==> config.mk <==
export PLATFORM = sky130hd
export DESIGN_NAME = rtc_time_counter
export DESIGN_NICKNAME = d
export VERILOG_FILES = /design/src/rtl/rtc_time_counter.sv
export SDC_FILE = /design/constraint.sdc
export NUM_CORES = 1
export LEC_CHECK = 0
export ABC_AREA = 1
export BUFFER_PORTS_ARGS = -buffer_cell sky130_fd_sc_hd__buf_4
export CAP_MARGIN = 20
export CORE_MARGIN = 2
export CORE_UTILIZATION = 48
export CTS_BUF_LIST = sky130_fd_sc_hd__clkbuf_4
export DETAILED_ROUTE_END_ITERATION = 8
export GPL_TIMING_DRIVEN = 0
export MAX_ROUTING_LAYER = met4
export PLACE_DENSITY = 0.78
export SETUP_SLACK_MARGIN = 0.02
export SLEW_MARGIN = 30
export SYNTH_ARGS = -nofsm -noshare
export SYNTH_HDL_FRONTEND = slang
export SYNTH_SLANG_ARGS = --single-unit
==> constraint.sdc <==
create_clock -name clkin -period 1.55 [get_ports clkin]
set_clock_uncertainty 0.05 [all_clocks]
set_input_delay 0.3875 -clock clkin [delete_from_list [all_inputs] [get_ports clkin]]
set_output_delay 0.3875 -clock clkin [all_outputs]
set_load 0.01 [all_outputs]
==> src/rtl/rtc_time_counter.sv <==
// rtl/rtc_time_counter.sv - BCD 24-hour time-of-day counter driven by a synchronised 1 Hz tick
module rtc_time_counter #(
    parameter int SYNC_STAGES = 2
) (
    input  logic       clkin,
    input  logic       rstn,
    input  logic       clk_1hz,
    input  logic       run,
    input  logic       load,
    input  logic [7:0] load_hh,
    input  logic [7:0] load_mm,
    input  logic [7:0] load_ss,
    output logic [7:0] hh,
    output logic [7:0] mm,
    output logic [7:0] ss,
    output logic       sec_pulse,
    output logic       min_pulse,
    output logic       hour_pulse,
    output logic       day_pulse,
    output logic       load_err
);

    logic [SYNC_STAGES-1:0] sync;
    logic                   history;
    logic                   tick;
    logic                   load_valid;
    logic                   step;

    // Minutes/seconds: units 9 -> 0 carries into tens, tens 5 -> 0 wraps the field.
    function automatic logic [7:0] inc_sexa(input logic [7:0] v);
        if (v[3:0] == 4'd9)
            return (v[7:4] == 4'd5) ? 8'h00 : {v[7:4] + 4'd1, 4'd0};
        else
            return {v[7:4], v[3:0] + 4'd1};
    endfunction

    function automatic logic [7:0] inc_hours(input logic [7:0] v);
        if (v == 8'h23)
            return 8'h00;
        else if (v[3:0] == 4'd9)
            return {v[7:4] + 4'd1, 4'd0};
        else
            return {v[7:4], v[3:0] + 4'd1};
    endfunction

    function automatic logic sexa_ok(input logic [7:0] v);
        return (v[3:0] <= 4'd9) && (v[7:4] <= 4'd5);
    endfunction

    always_ff @(posedge clkin or negedge rstn) begin
        if (!rstn) begin
            sync    <= '0;
            history <= 1'b0;
        end else begin
            sync    <= {sync[SYNC_STAGES-2:0], clk_1hz};
            history <= sync[SYNC_STAGES-1];
        end
    end

    assign tick       = sync[SYNC_STAGES-1] & ~history;
    assign load_valid = sexa_ok(load_ss) && sexa_ok(load_mm) &&
                        (load_hh[3:0] <= 4'd9) && (load_hh <= 8'h23);
    // A load cycle always swallows any coincident tick, valid or not.
    assign step       = tick & run & ~load;

    always_ff @(posedge clkin or negedge rstn) begin
        if (!rstn) begin
            hh         <= 8'h00;
            mm         <= 8'h00;
            ss         <= 8'h00;
            sec_pulse  <= 1'b0;
            min_pulse  <= 1'b0;
            hour_pulse <= 1'b0;
            day_pulse  <= 1'b0;
            load_err   <= 1'b0;
        end else begin
            sec_pulse  <= 1'b0;
            min_pulse  <= 1'b0;
            hour_pulse <= 1'b0;
            day_pulse  <= 1'b0;
            load_err   <= 1'b0;
            if (load) begin
                if (load_valid) begin
                    hh <= load_hh;
                    mm <= load_mm;
                    ss <= load_ss;
                end else begin
                    load_err <= 1'b1;
                end
            end else if (step) begin
                ss        <= inc_sexa(ss);
                sec_pulse <= 1'b1;
                if (ss == 8'h59) begin
                    mm        <= inc_sexa(mm);
                    min_pulse <= 1'b1;
                    if (mm == 8'h59) begin
                        hh         <= inc_hours(hh);
                        hour_pulse <= 1'b1;
                        if (hh == 8'h23)
                            day_pulse <= 1'b1;
                    end
                end
            end
        end
    end

endmodule

# ---- Word-level counts from Yosys, hierarchy flattened
# Index checks and enable logic that the tools add are counted.
dict set report classes {
  add_sub_neg 6
  order_cmp 6
  n_eq_ne 9
  mux 34
  bitwise 5
  n_reduce_logical 17
}
# op n
set ops {}
lappend ops {{two-way mux 8 bit} 18}
lappend ops {{adder 4 x 1 -> 4 bit, second input constant} 6}
lappend ops {{== test 8 x 7 -> 1 bit, second input constant} 2}
lappend ops {{two-way mux 1 bit} 16}
lappend ops {{== test 4 bit, second input constant} 3}
lappend ops {{less-or-equal comparator 4 bit, second input constant} 3}
lappend ops {{nonzero test 2 bit} 5}
lappend ops {{== test 4 x 3 -> 1 bit, second input constant} 2}
lappend ops {{== test 8 x 6 -> 1 bit, second input constant} 1}
lappend ops {{less-or-equal comparator 4 x 3 -> 1 bit, second input constant} 2}
lappend ops {{less-or-equal comparator 8 x 6 -> 1 bit, second input constant} 1}
lappend ops {{AND reduction 4 bit} 2}
lappend ops {{AND reduction 3 bit} 2}
lappend ops {{logical AND 1 bit} 5}
lappend ops {{AND reduction 5 bit} 1}
lappend ops {{bitwise AND 1 bit} 3}
lappend ops {{nonzero test 3 bit} 1}
lappend ops {{!= test 2 x 1 -> 1 bit, second input constant} 1}
lappend ops {{inverter 1 bit} 2}
lappend ops {{AND reduction 2 bit} 1}
dict set report totals {
  ff_bits 32
  inputBits 29
  out_inout_bits 29
  elab_cells 90
}

# ---- Depth between registers and ports, before layout
dict set report depth {
  word_depth 7
  depth_mapped 11
  ltp_nobuf 11
}

# ---- Least setup slack after synthesis
# No wires, ideal clock.
dict set report synth_path {
  path_type {register to register}
  startpoint {register ss[5]}
  endpoint {register hh[2]}
  setup_ps 117
  arrival_ps 1349
  path_slack_ps 34
  stages_incl_launch_ff 10
  n_path_buf 0
  synth_period_minus_slack_ps 1516
  path_cell_list {dfrtp_1 -> inv_1 -> ha_1 -> inv_1 -> nor3_2 -> nor2_1 -> nor2_4 -> nand3_2 -> nand2_1 -> nand2_1}
}
dict set report synth_between {
  elab_chain_len 3
}
# item line_no
set synth_rtl {}
lappend synth_rtl {{start: declaration} 15} ;# output logic [7:0] ss,
lappend synth_rtl {{start signal: assignment} 86} ;# ss <= load_ss;
lappend synth_rtl {{start signal: assignment} 91} ;# ss <= inc_sexa(ss);
lappend synth_rtl {{== test 8 x 7 -> 1 bit} 93} ;# if (ss == 8'h59) begin
lappend synth_rtl {{nonzero test 2 bit (no line)} n/a}
lappend synth_rtl {{AND reduction 4 bit (no line)} n/a}
lappend synth_rtl {{end signal: assignment} 84} ;# hh <= load_hh;
lappend synth_rtl {{end signal: assignment} 97} ;# hh <= inc_hours(hh);
lappend synth_rtl {{end: declaration} 13} ;# output logic [7:0] hh,
# No other way between the ends.
# A chain may end at the register's enable or synchronous reset.

# ---- Final worst setup path
dict set report layout_path {
  startpoint {register ss[1]}
  endpoint {register hh[2]}
}
# Same word-level chain as after synthesis.

==> impl.org <==
** Global route
- The number of global-route vias before repair came to between 1500 and 2000.
- Total routing resource utilization after global routing :: 24.85%
- The initial antenna violation count is 0.
- The total overflow left after global routing is 0.
- Entering global routing, the biggest net connects 33 pins.
- First-pass GRT wire length :: between 8000 and 9000 um

** Pwr
- Across the VDD grid, the largest voltage drop is between 500 and 600 uV.
- After layout, the design draws a total of ~2.1 mW.
- Share of total power in combinational logic :: 29.2%
- Cell internal power was estimated by the tool at roughly 1.4 mW.
- Fraction of power spent switching nets :: roughly a third
- The share of total power dissipated in sequential elements is approximately 48%.
- Dividing total power by cell area gives a power density of approximately 730 nW/um2.
- P_sw :: approximately 690 uW
- Part of the total power dissipated in the clock network :: between 20% and 30%
- Total leakage power :: between 1.5 and 2 nW

** Yosys
- EDFF count, synth :: 0
- The cell area that synthesis handed to floorplanning was roughly 2000 um2.
- Number of different library cells in the post-synthesis netlist :: 28
- Main flop type after synthesis :: dfrtp_1
- Of the synthesized area, sequential elements account for about 40%.
- Mean Syn Cell Area :: 7.443 um2
- The number of nets handed over by synthesis was around 300.
- After synthesis, the share of flip-flops with an asynchronous set or reset is 100.0%.
- During synthesis, Yosys emitted a total of 0 warnings.
- Synthesis produced between 200 and 300 cells.
- Synthesis inferred 32 register bits.

** Run
- Max-cap violations :: 0

** Hold path
- Startpoint of the lowest-slack hold path :: clk_1hz
- Worst Hold End :: sync[0]
- Worst hold path depth :: 1
- The min-delay analysis places its worst path in the category in -> reg.

** Critical path
- For the worst setup path, the data required time is 1.72 ns.
- Internal reg-to-reg setup slack :: -0.03 ns
- The worst setup path is of the reg -> reg kind.
- STA classifies the critical path startpoint as a register.
- The endpoint identified for the worst register-to-register timing path is hh[2].
- Critical Path End Type :: register
- R2r worst-path depth :: 8
- The startpoint identified for the worst register-to-register timing path is ss[1].
- Crit-path max FO :: 5
- Data on the critical path arrives at its endpoint at roughly 1.8 ns.

** Place
- After detailed placement, the design holds a cell count of roughly 380.
- At the end of routability-driven placement, the weighted congestion stood at between 0.8 and 0.9.
- Detailed-placement wirelength estimate :: between 3000 and 4000 um
- In this run the tool buffered the top-level ports with 57 buffer cells.
- Once placement finished, the instance area stood at approximately 2500 um2.
- DP Worst Slack :: -0.1117 ns

** Finish
- The post-route netlist has 35.96% of its cells at a drive strength greater than 1.
- Leaving out fill and tap cells, the most frequent cell in the layout is nand2_1.
- After the last flow step, the layout net total stands at roughly 390.
- Most frequent cells in the layout :: nand2_1, buf_4, dfrtp_1
- Diode insertion count for antenna repair :: 0
- Final Util :: 70.62%
- The finished cells cover 2845 um2.
- Compared with the post-synthesis result, the final layout area differs by 41.07%.
- Final non-filler cell total :: just over 400

** Floorplan
- Once the floorplan was initialized, standard cells occupied approximately half of the core.
- The total area inside the core boundary comes to just over 4000 um2.
- After floorplanning, the core was divided into 23 placement rows.
- Die Y-Extent :: about 69 um
- Chip Width :: between 60 and 70 um
- Number of placed I/O pins :: 58
- The die covers ~4700 um2.

** Clock network
- TritonCTS built the clock tree.
- The tree built by TritonCTS fans out to 32 sinks.
- Number of buffers inserted during clock tree synthesis :: 5
- Clock-pin slew was measured on the worst setup and hold paths at about 0.10 ns.
- The clock tree synthesis step divided the H-tree into 2 levels.
- The tree is rooted in a clkbuf_4.
- For the worst-skew pair, the clock arrives at the later sink with an insertion delay of approximately 0.33 ns.
- Maximum count of clock buffers along a single path :: 2

** Detailed routing
- For this run, design rule violations remaining after detail routing come to 0.
- After detailed routing, the total wire length is between 5000 and 6000 um.
- Dividing the detail-routed wire length by the instance count gives between 10 and 15 um.
- Dividing the detail-routed via count by the number of cells gives approximately 5.1.
- Number of vias in the routed layout :: ~2100
- Once detail routing completed, the nets flagged for antenna violations numbered 0.
- The first routing iteration left ~170 violations.
- The first TritonRoute pass finished after 4 iterations.

** Status
- The flow ran to the end, but the final reports show violations.
- Violated checks :: negative setup slack

** Timing
- Period utilisation layout :: 102.1%
- Static timing analysis puts the maximum clock frequency at ~630 MHz.
- Min setup slack post-route :: -0.03332 ns
- Setup repair after global routing could not meet its margin everywhere.
- At the pin with the least slew margin, the transition time is 0.4848 ns.
- Worst max-slew margin expressed relative to the limit :: around two thirds
- For the finished layout, the period the worst path requires is 1.583 ns.
- Fin. max-slew vios :: 0
- Total negative slack for setup checks :: -0.09734 ns
- Setup violations remaining at the end of the flow were counted as 5.
- Post-route worst hold slack :: 0.1108 ns
- Number of hold-slack violations in the final timing report :: 0
==> power by group through the flow <==
stage                     Combinational [mW]  Sequential, mW  Clock (mW)
after detailed placement               0.529            1.00           0
after global routing                   0.671           0.998       0.524
after CTS                              0.580           0.982       0.488
after floorplan                        0.258            1.02           0
final                                  0.606           0.987       0.485
after global placement                 0.514            1.00           0
==> metal layers <==
metal	wire length (um)	up-vias	global-route usage, %
li1	-	1036	-
met1	2428	984	31.96
met2	2826	62	39.54
met3	246	7	4.383
met4	74	0	8.824
met5	0	-	-
==> sequential cells by signal (all words and copies together) (netlist names), 2 cells and up <==
| signal | flops |
|---|---|
| hh | 8 |
| mm | 8 |
| ss | 8 |
| sync | 2 |
==> logic make-up after synthesis <==
family                     Yosys count  synth area share (%)
and+or+nand+nor                    157                 35.36
buffers and inverters               29                 6.451
DFF                                 32                 39.70
AOI/OAI and AO/OA                   36                 9.616
adders and majority gates            8                 4.963
xor gates and xnor gates             9                 3.908
==> Yosys cell counts (all sizes together) (2+ instances only) <==
library cell  instances  area share (%)
buf                   5             2.0
dfrtp                32              40
ha                    8             5.0
inv                  23             4.3
nand2               103              20
nand3                31             8.7
nand3b                2             1.4
nor2                 18             4.3
nor3                  2            0.74
o21ai                34             9.0
xnor2                 3             1.3
xor2                  6             2.6
==> final cells by class <==
class	instances	area [um2]
inverters	23	88.84
multi-input cells	210	1202
plain buffers	6	43.79
fillers	329	1184
clock buffers	7	52.55
well taps	50	62.56
clock inverters	1	3.754
flip-flops and latches	32	802.0
repair buffers	77	589.3
==> how the worst max path moves through the flow <==
stage | from | to
CTS | mm[5] | hh[4]
finish | ss[1] | hh[2]
detailed placement | ss[5] | hh[4]
floorplan | ss[5] | hh[2]
global placement | load_hh[6] | ss[4]
global route | ss[5] | hh[0]
==> worst max-delay path: stages, from the launching register on <==
cell	delay, ns
dfrtp_1	0.43
inv_2	0.10
nand2_2	0.08
o21ai_2	0.16
nand2_1	0.11
nor2_4	0.21
nand3_2	0.15
nand2_1	0.11
nand2_1	0.06
==> timing repair <==
action                                  in CTS  in global routing
pin swaps                                    6                 11
endpoints found under the setup margin      19                 21
gates cloned                                 0                  1
hold endpoints to repair                    32                  0
hold buffers                                 1                  0
gates resized for setup                     13                 20
buffers inserted                            15                  3
(Power assumes the default switching activity.)
